===== config.mk =====
export PLATFORM = sky130hd
export DESIGN_NAME = loader_address_sequencer_flat
export DESIGN_NICKNAME = d
export VERILOG_FILES = /design/src/rtl/loader_address_sequencer_pkg.sv /design/src/rtl/loader_address_sequencer_if.sv /design/src/rtl/loader_address_sequencer_word.sv /design/src/rtl/loader_address_sequencer.sv /design/src/flat_wrapper.sv
export SDC_FILE = /design/constraint.sdc
export NUM_CORES = 1
export LEC_CHECK = 0
export ABC_AREA = 1
export BUFFER_PORTS_ARGS = -buffer_cell sky130_fd_sc_hd__buf_4
export CORE_MARGIN = 1
export CORE_UTILIZATION = 45
export CTS_CLUSTER_SIZE = 20
export DETAILED_ROUTE_END_ITERATION = 8
export PLACE_DENSITY_LB_ADDON = 0.08
export SKIP_LAST_GASP = 1
export SYNTH_ARGS = -nofsm -noshare
export SYNTH_HDL_FRONTEND = slang
export SYNTH_SLANG_ARGS = --single-unit

===== constraint.sdc =====
create_clock -name CLK -period 2.7 [get_ports CLK]
set_input_delay 0.405 -clock CLK [delete_from_list [all_inputs] [get_ports CLK]]
set_output_delay 0.405 -clock CLK [all_outputs]
set_load 0.02 [all_outputs]

===== src/rtl/loader_address_sequencer_pkg.sv =====
// Shared types and constants for the loader address sequencer (package loader_pkg).
// Optional behaviour elsewhere is selected with the LOADER_SEQ_GAP_EN macro.
package loader_pkg;

  // Sequencer states; ST_GAP is only entered when LOADER_SEQ_GAP_EN is defined.
  typedef enum logic [1:0] {
    ST_IDLE = 2'd0,
    ST_RUN  = 2'd1,
    ST_GAP  = 2'd2,
    ST_DONE = 2'd3
  } loader_state_t;

  localparam int DEFAULT_ADDRESS_SIZE = 10;
  localparam int DEFAULT_DATA_SIZE    = 8;

  // Words per frame for NB_MSB bits split into NB_STROBE-bit loader words;
  // a non-zero remainder needs one extra, partially filled word.
  function automatic int calc_total_words(input int nb_msb, input int nb_strobe);
    int words;
    words = nb_msb / nb_strobe;
    if ((nb_msb % nb_strobe) != 0) words = words + 1;
    return words;
  endfunction

endpackage


===== src/rtl/loader_address_sequencer_if.sv =====
// Source/loader-side signal bundle for the loader address sequencer.
//
// Handshake: a word transfers on a rising CLK edge where VALID_IN and READY_OUT
// are both high. READY_OUT depends only on sequencer state and ABORT, never on
// VALID_IN, so the source may hold VALID_IN and DATA_IN until it sees READY_OUT.
// ENABLE qualifies ADDRESS/DATA_OUT for exactly the cycles it is high; the loader
// has no backpressure.
interface loader_address_sequencer_if #(
  parameter int ADDRESS_SIZE = loader_pkg::DEFAULT_ADDRESS_SIZE,
  parameter int DATA_SIZE    = loader_pkg::DEFAULT_DATA_SIZE
);
  logic                    START;
  logic                    ABORT;
  logic                    VALID_IN;
  logic [DATA_SIZE-1:0]    DATA_IN;
  logic                    READY_OUT;
  logic [ADDRESS_SIZE-1:0] ADDRESS;
  logic                    ENABLE;
  logic [DATA_SIZE-1:0]    DATA_OUT;
  logic                    BUSY;
  logic                    DONE;

  // Controller / source side.
  modport master (
    output START, ABORT, VALID_IN, DATA_IN,
    input  READY_OUT, ADDRESS, ENABLE, DATA_OUT, BUSY, DONE
  );

  // Sequencer side.
  modport slave (
    input  START, ABORT, VALID_IN, DATA_IN,
    output READY_OUT, ADDRESS, ENABLE, DATA_OUT, BUSY, DONE
  );
endinterface


===== src/rtl/loader_address_sequencer_word.sv =====
// Word counter for the loader address sequencer: clear, increment and a
// terminal-count flag raised when the count reaches TOTAL_WORDS-1.
module loader_word_counter #(
  parameter int WIDTH       = 10,
  parameter int TOTAL_WORDS = 11
) (
  input  logic             CLK,
  input  logic             RESET,
  input  logic             clear,
  input  logic             inc,
  output logic [WIDTH-1:0] count,
  output logic             terminal
);

  localparam logic [WIDTH-1:0] LAST = WIDTH'(TOTAL_WORDS - 1);

  // Count accepted words; clear wins, and the count parks at the last index
  // rather than wrapping, so it only restarts on the next frame.
  always_ff @(posedge CLK or posedge RESET) begin
    if (RESET) begin
      count <= '0;
    end else if (clear) begin
      count <= '0;
    end else if (inc && !terminal) begin
      count <= count + 1'b1;
    end
  end

  assign terminal = (count == LAST);

endmodule


===== src/rtl/loader_address_sequencer.sv =====
// Loader address sequencer: numbers the words of one frame 0..TOTAL_WORDS-1 and
// emits one registered ADDRESS/ENABLE/DATA_OUT beat per accepted word, with a
// one-cycle DONE pulse on the last beat. One frame per START; ABORT cancels.
// Define LOADER_SEQ_GAP_EN to insert one idle GAP cycle after every non-last
// word so each beat gets its own ENABLE rising edge (1 word / 2 cycles).
// STATE exposes the FSM state for debug.
module loader_address_sequencer
  import loader_pkg::*;
#(
  parameter int ADDRESS_SIZE = DEFAULT_ADDRESS_SIZE,
  parameter int DATA_SIZE    = DEFAULT_DATA_SIZE,
  parameter int TOTAL_WORDS  = 11
) (
  input  logic                       CLK,
  input  logic                       RESET,
  loader_address_sequencer_if.slave  bus,
  output loader_state_t              STATE
);

  // A frame must have at least one word and every index must fit in ADDRESS.
  if (TOTAL_WORDS < 1 || longint'(TOTAL_WORDS) > (longint'(1) << ADDRESS_SIZE)) begin : g_bad_total_words
    $error("loader_address_sequencer: TOTAL_WORDS=%0d out of range 1..2**%0d",
           TOTAL_WORDS, ADDRESS_SIZE);
  end

  loader_state_t           state_q;
  logic [ADDRESS_SIZE-1:0] address_q;
  logic [DATA_SIZE-1:0]    data_q;
  logic                    enable_q;
  logic                    done_q;

  logic [ADDRESS_SIZE-1:0] count;
  logic                    terminal;
  logic                    ready;
  logic                    accept;
  logic                    clear;

  // ABORT forces READY_OUT low so a word can never be taken in an aborted cycle.
  assign ready  = (state_q == ST_RUN) && !bus.ABORT;
  assign accept = bus.VALID_IN && ready;
  assign clear  = bus.ABORT || ((state_q == ST_IDLE) && bus.START);

  loader_word_counter #(
    .WIDTH       (ADDRESS_SIZE),
    .TOTAL_WORDS (TOTAL_WORDS)
  ) u_counter (
    .CLK      (CLK),
    .RESET    (RESET),
    .clear    (clear),
    .inc      (accept),
    .count    (count),
    .terminal (terminal)
  );

  // Frame FSM with registered beat outputs; ABORT overrides everything else.
  always_ff @(posedge CLK or posedge RESET) begin
    if (RESET) begin
      state_q   <= ST_IDLE;
      address_q <= '0;
      data_q    <= '0;
      enable_q  <= 1'b0;
      done_q    <= 1'b0;
    end else if (bus.ABORT) begin
      state_q  <= ST_IDLE;
      enable_q <= 1'b0;
      done_q   <= 1'b0;
    end else begin
      case (state_q)
        ST_IDLE: begin
          enable_q <= 1'b0;
          done_q   <= 1'b0;
          if (bus.START) state_q <= ST_RUN;
        end
        ST_RUN: begin
          done_q <= 1'b0;
          if (accept) begin
            address_q <= count;
            data_q    <= bus.DATA_IN;
            enable_q  <= 1'b1;
            if (terminal) begin
              state_q <= ST_DONE;
              done_q  <= 1'b1;
            end else begin
`ifdef LOADER_SEQ_GAP_EN
              state_q <= ST_GAP;
`else
              state_q <= ST_RUN;
`endif
            end
          end else begin
            enable_q <= 1'b0;
          end
        end
        ST_GAP: begin
          enable_q <= 1'b0;
          done_q   <= 1'b0;
          state_q  <= ST_RUN;
        end
        ST_DONE: begin
          enable_q <= 1'b0;
          done_q   <= 1'b0;
          state_q  <= ST_IDLE;
        end
        default: begin
          enable_q <= 1'b0;
          done_q   <= 1'b0;
          state_q  <= ST_IDLE;
        end
      endcase
    end
  end

  assign bus.READY_OUT = ready;
  assign bus.ADDRESS   = address_q;
  assign bus.ENABLE    = enable_q;
  assign bus.DATA_OUT  = data_q;
  assign bus.BUSY      = (state_q != ST_IDLE);
  assign bus.DONE      = done_q;
  assign STATE         = state_q;

endmodule


===== src/flat_wrapper.sv =====
// flat-port wrapper written by rule: the top's interface ports become plain ports
module loader_address_sequencer_flat import loader_pkg::*;
#(
  parameter int ADDRESS_SIZE = DEFAULT_ADDRESS_SIZE,
  parameter int DATA_SIZE    = DEFAULT_DATA_SIZE,
  parameter int TOTAL_WORDS  = 11
)
  (CLK, RESET, STATE, bus_START, bus_ABORT, bus_VALID_IN, bus_DATA_IN, bus_READY_OUT, bus_ADDRESS, bus_ENABLE, bus_DATA_OUT, bus_BUSY, bus_DONE);
  loader_address_sequencer_if #(.ADDRESS_SIZE(ADDRESS_SIZE), .DATA_SIZE(DATA_SIZE)) bus_i ();
  input  logic CLK;
  input  logic RESET;
  output loader_state_t STATE;
  input wire logic [$bits(bus_i.START)-1:0] bus_START;
  input wire logic [$bits(bus_i.ABORT)-1:0] bus_ABORT;
  input wire logic [$bits(bus_i.VALID_IN)-1:0] bus_VALID_IN;
  input wire logic [$bits(bus_i.DATA_IN)-1:0] bus_DATA_IN;
  output wire logic [$bits(bus_i.READY_OUT)-1:0] bus_READY_OUT;
  output wire logic [$bits(bus_i.ADDRESS)-1:0] bus_ADDRESS;
  output wire logic [$bits(bus_i.ENABLE)-1:0] bus_ENABLE;
  output wire logic [$bits(bus_i.DATA_OUT)-1:0] bus_DATA_OUT;
  output wire logic [$bits(bus_i.BUSY)-1:0] bus_BUSY;
  output wire logic [$bits(bus_i.DONE)-1:0] bus_DONE;
  assign bus_i.START = bus_START;
  assign bus_i.ABORT = bus_ABORT;
  assign bus_i.VALID_IN = bus_VALID_IN;
  assign bus_i.DATA_IN = bus_DATA_IN;
  assign bus_READY_OUT = bus_i.READY_OUT;
  assign bus_ADDRESS = bus_i.ADDRESS;
  assign bus_ENABLE = bus_i.ENABLE;
  assign bus_DATA_OUT = bus_i.DATA_OUT;
  assign bus_BUSY = bus_i.BUSY;
  assign bus_DONE = bus_i.DONE;
  loader_address_sequencer #(.ADDRESS_SIZE(ADDRESS_SIZE), .DATA_SIZE(DATA_SIZE), .TOTAL_WORDS(TOTAL_WORDS)) u_core (.CLK(CLK), .RESET(RESET), .bus(bus_i), .STATE(STATE));
endmodule

==> results.tsv <==
stage	metric	value	unit
outcome	status	complete, no violations	
final_layout	FILL cells	296	
grt	initial antenna violation count	0	
grt	grt total ovfl	0	
critical_path	worst path required time	2.92	ns
placement	IO Port Bufs	36	
critical_path	Worst R2R End	u_core.u_counter.count[7]	
power_and_ir_drop	PD cells	512.2	mW/mm²
synth	Synth Cell Area	0.001521	mm²
detailed_routing	via density per instance	4.642	
critical_path	CP delay by family, top	simple AND/OR/NAND/NOR gates	
critical_path	WP depth	8	
worst_hold_path	Min-Delay Path Class	in2async	
clock_tree	CTS buffer count	5	
synth	post-synthesis sequential area ratio	0.5263	
synth	synth unique cells	21	
timing	fin crit period	1.706	ns
final_layout	layout cells sized above 1	0.2634	
synth	Post-synth top cells	nand2_1, dfrtp_1, inv_1, o21ai_1	
detailed_routing	WL/cell	11.13	µm
final_layout	n_diodes	0	
critical_path	crit-path max cell delay	0.44	ns
synth	area leader, netlist	dfrtp_1	
detailed_routing	number of iterations in the first detailed-routing pass	4	
critical_path	crit end category	flip-flop	
clock_tree	root buf cell	clkbuf_4	
final_layout	final design utilization	0.6000	
floorplanning	die area	0.003617	mm²
timing	Worst slew margin	0.6404	
timing	Least-Margin Pin Slew	0.5375	ns
synth	count leader, synth	nand2_1	
timing	Sum Neg Setup Slack	0	ns
synth	Avg Inst Size Synth	8.314	µm²
clock_tree	clock-pin slew on the worst setup and hold paths	0.10	ns
synth	syn nets	198	
power_and_ir_drop	Worst VDD drop	0.2989	mV
critical_path	reg2reg setup slack	0.99	ns
timing	Final Hold Fails	0	
timing	PnR worst setup slack	0.9940	ns
detailed_routing	Routed Wire Length	2983	µm
synth	Yosys reg bits	32	
timing	Hold Worst Slack	0.1500	ns
floorplanning	I/O pin count	37	
synth	post-synth top area share	0.5263	
placement	DP Wirelength	2190	µm
synth	warnings from Yosys	0	
synth	synth top area cells	dfrtp_1, nand2_1, inv_1	
placement	pre-CTS setup slack	0.9423	ns
timing	RSZ-0062 raised after global routing	false	
critical_path	CP dominant cell by count	nand2_1	
critical_path	critical path class	reg2reg	
detailed_routing	DRT iter0 DRCs	52	
clock_tree	clock sinks	32	
final_layout	Net count, final	238	
critical_path	Slowest-stage cell, CP	dfrtp_1	
critical_path	crit path launch	u_core.STATE[1]	
grt	vias in the first global route	1179	
final_layout	fin cells	268	
clock_tree	CTS Hold Bufs	0	
clock_tree	postcts setup bufs	0	
detailed_routing	routed vias	1244	
floorplanning	Initial Utilization	0.4864	
floorplanning	die width	60.15	µm
timing	Final Max Tran Viols	0	
critical_path	FF-to-FF path depth	8	
critical_path	Worst Path Buf+Inv	1	
placement	GPL Wtd Cong	0.7831	
floorplanning	die height	60.15	µm
clock_tree	CTS resizes	0	
placement	dpl cells	260	
timing	Layout Skew	0.006354	ns
flow_run	total of max-cap violations	0	
power_and_ir_drop	Leak Pwr	0.001044	µW
critical_path	CP startpoint kind	flip-flop	
critical_path	Worst Setup EP	u_core.u_counter.count[7]	
final_layout	area added between synthesis and finish	23.36	%
timing	fmax	586.2	MHz
grt	first-pass GRT wire length	5195	µm
timing	Final period util	0.6319	
critical_path	arrival time at the worst endpoint	1.93	ns
clock_tree	H-tree depth	2	
floorplanning	total core area	0.003128	mm²
grt	GRT Overall Usage	0.1985	
detailed_routing	Routed Antenna Nets	0	
synth	ys flop type	dfrtp_1	
grt	largest net degree at the start of global routing	33	
critical_path	worst-path fanout max	29	
clock_tree	Worst-Skew Late Latency	0.33	ns
synth	Mapped Cells	183	
critical_path	RR Startpoint	u_core.STATE[1]	
detailed_routing	Post-route DRC	0	
floorplanning	# rows	20	
synth	number of flops mapped to enable cells by yosys	0	
synth	FFs w/ async S/R, synth	1.000	
critical_path	cell breakdown of the critical path	nor2_2, nand2_1, inv_2, nand2_2, nor2_4, nor2_4, nand2_1, nand2_1	
clock_tree	CTS tree	done	
timing	Final setup viols	0	
clock_tree	Max clock buf depth	2	
## layer usage
layer	vias up	part of all wire	GRT usage
li1	653	-	-
met5	-	0	0
met3	7	0.043	0.05844
met1	557	0.50	0.2725
met4	0	0.016	0.06977
met2	27	0.44	0.2967
## kinds of logic (layout without fill, tap and decap cells)
group | Yosys count | in the layout | synth area share
simple gates | 105 | 105 | 0.3002
fa+ha+maj | 2 | 2 | 0.01644
buf+inv | 27 | 68 | 0.08470
xor+xnor | 3 | 3 | 0.01727
flops | 32 | 32 | 0.5263
compound gates | 14 | 14 | 0.05510
## how the worst min path moves through the flow
stage / from / endpoint / slack (ns) / depth (start not counted)
3_5_place_dp: u_core.bus.DATA_OUT[5] / u_core.bus.DATA_OUT[5] / 0.46 / 2
3_3_place_gp: u_core.bus.DATA_OUT[7] / u_core.bus.DATA_OUT[7] / 0.46 / 2
6_report: RESET / u_core.bus.ADDRESS[9] / 0.15 / 3
2_1_floorplan: bus_ABORT / u_core.STATE[0] / 0.48 / 1
5_1_grt: RESET / u_core.u_counter.count[2] / 0.17 / 3
4_1_cts: RESET / u_core.bus.ADDRESS[9] / 0.15 / 3
## flip-flops by register name, indices dropped and copies added, names as in the netlist
signal / cells
u_core.bus.DONE: 1
u_core.u_counter.count: 10
u_core.bus.DATA_OUT: 8
u_core.bus.ADDRESS: 10
u_core.STATE: 2
u_core.bus.ENABLE: 1
## metrics by stage
step | total power, µW | instance area (µm²)
5_1_grt | 1015 | 1877
6_report | 961.2 | 1877
4_1_cts | 976.8 | 1877
3_5_place_dp | 690.7 | 1815
2_1_floorplan | 621.2 | 1521
3_3_place_gp | 687.9 | 1815
## layout by cell type (no fill, tap or decap)
cell type,instances
clkinv_2,2
nand2_2,1
dfrtp_1,32
clkbuf_8,1
ha_1,2
a21oi_4,1
o21ai_0,2
nand2_4,1
buf_4,38
a211oi_1,1
nor2_2,3
inv_2,5
nor2_4,2
inv_1,17
o21ai_1,10
xor2_1,3
nor3_1,1
nor2_1,9
nand2_1,72
clkbuf_4,5
nand4_1,7
nand3_1,9
## layout make-up
cell class,instances,area [µm²],area share
well taps,44,55.05,0.02933
inverters,22,82.58,0.04400
multi-input cells,124,591.8,0.3153
clock buffers,6,51.30,0.02733
repair buffers,38,285.3,0.1520
flip-flops and latches,32,800.8,0.4267
clock inverters,2,10.01,0.005333
## where the power goes
part / internal, µW / switching [µW]
sequential: 506 / 15.3
clock: 124 / 159
combinational: 64.5 / 92.6
total: 694 / 267
## worst register-to-register path, stage by stage (launching register included)
cell and delay (ns):
dfrtp_1 0.44, nor2_2 0.12, nand2_1 0.08, inv_2 0.07, nand2_2 0.30, nor2_4 0.39
nor2_4 0.09, nand2_1 0.07, nand2_1 0.06
Note: power is estimated with default switching activity, not from simulation.
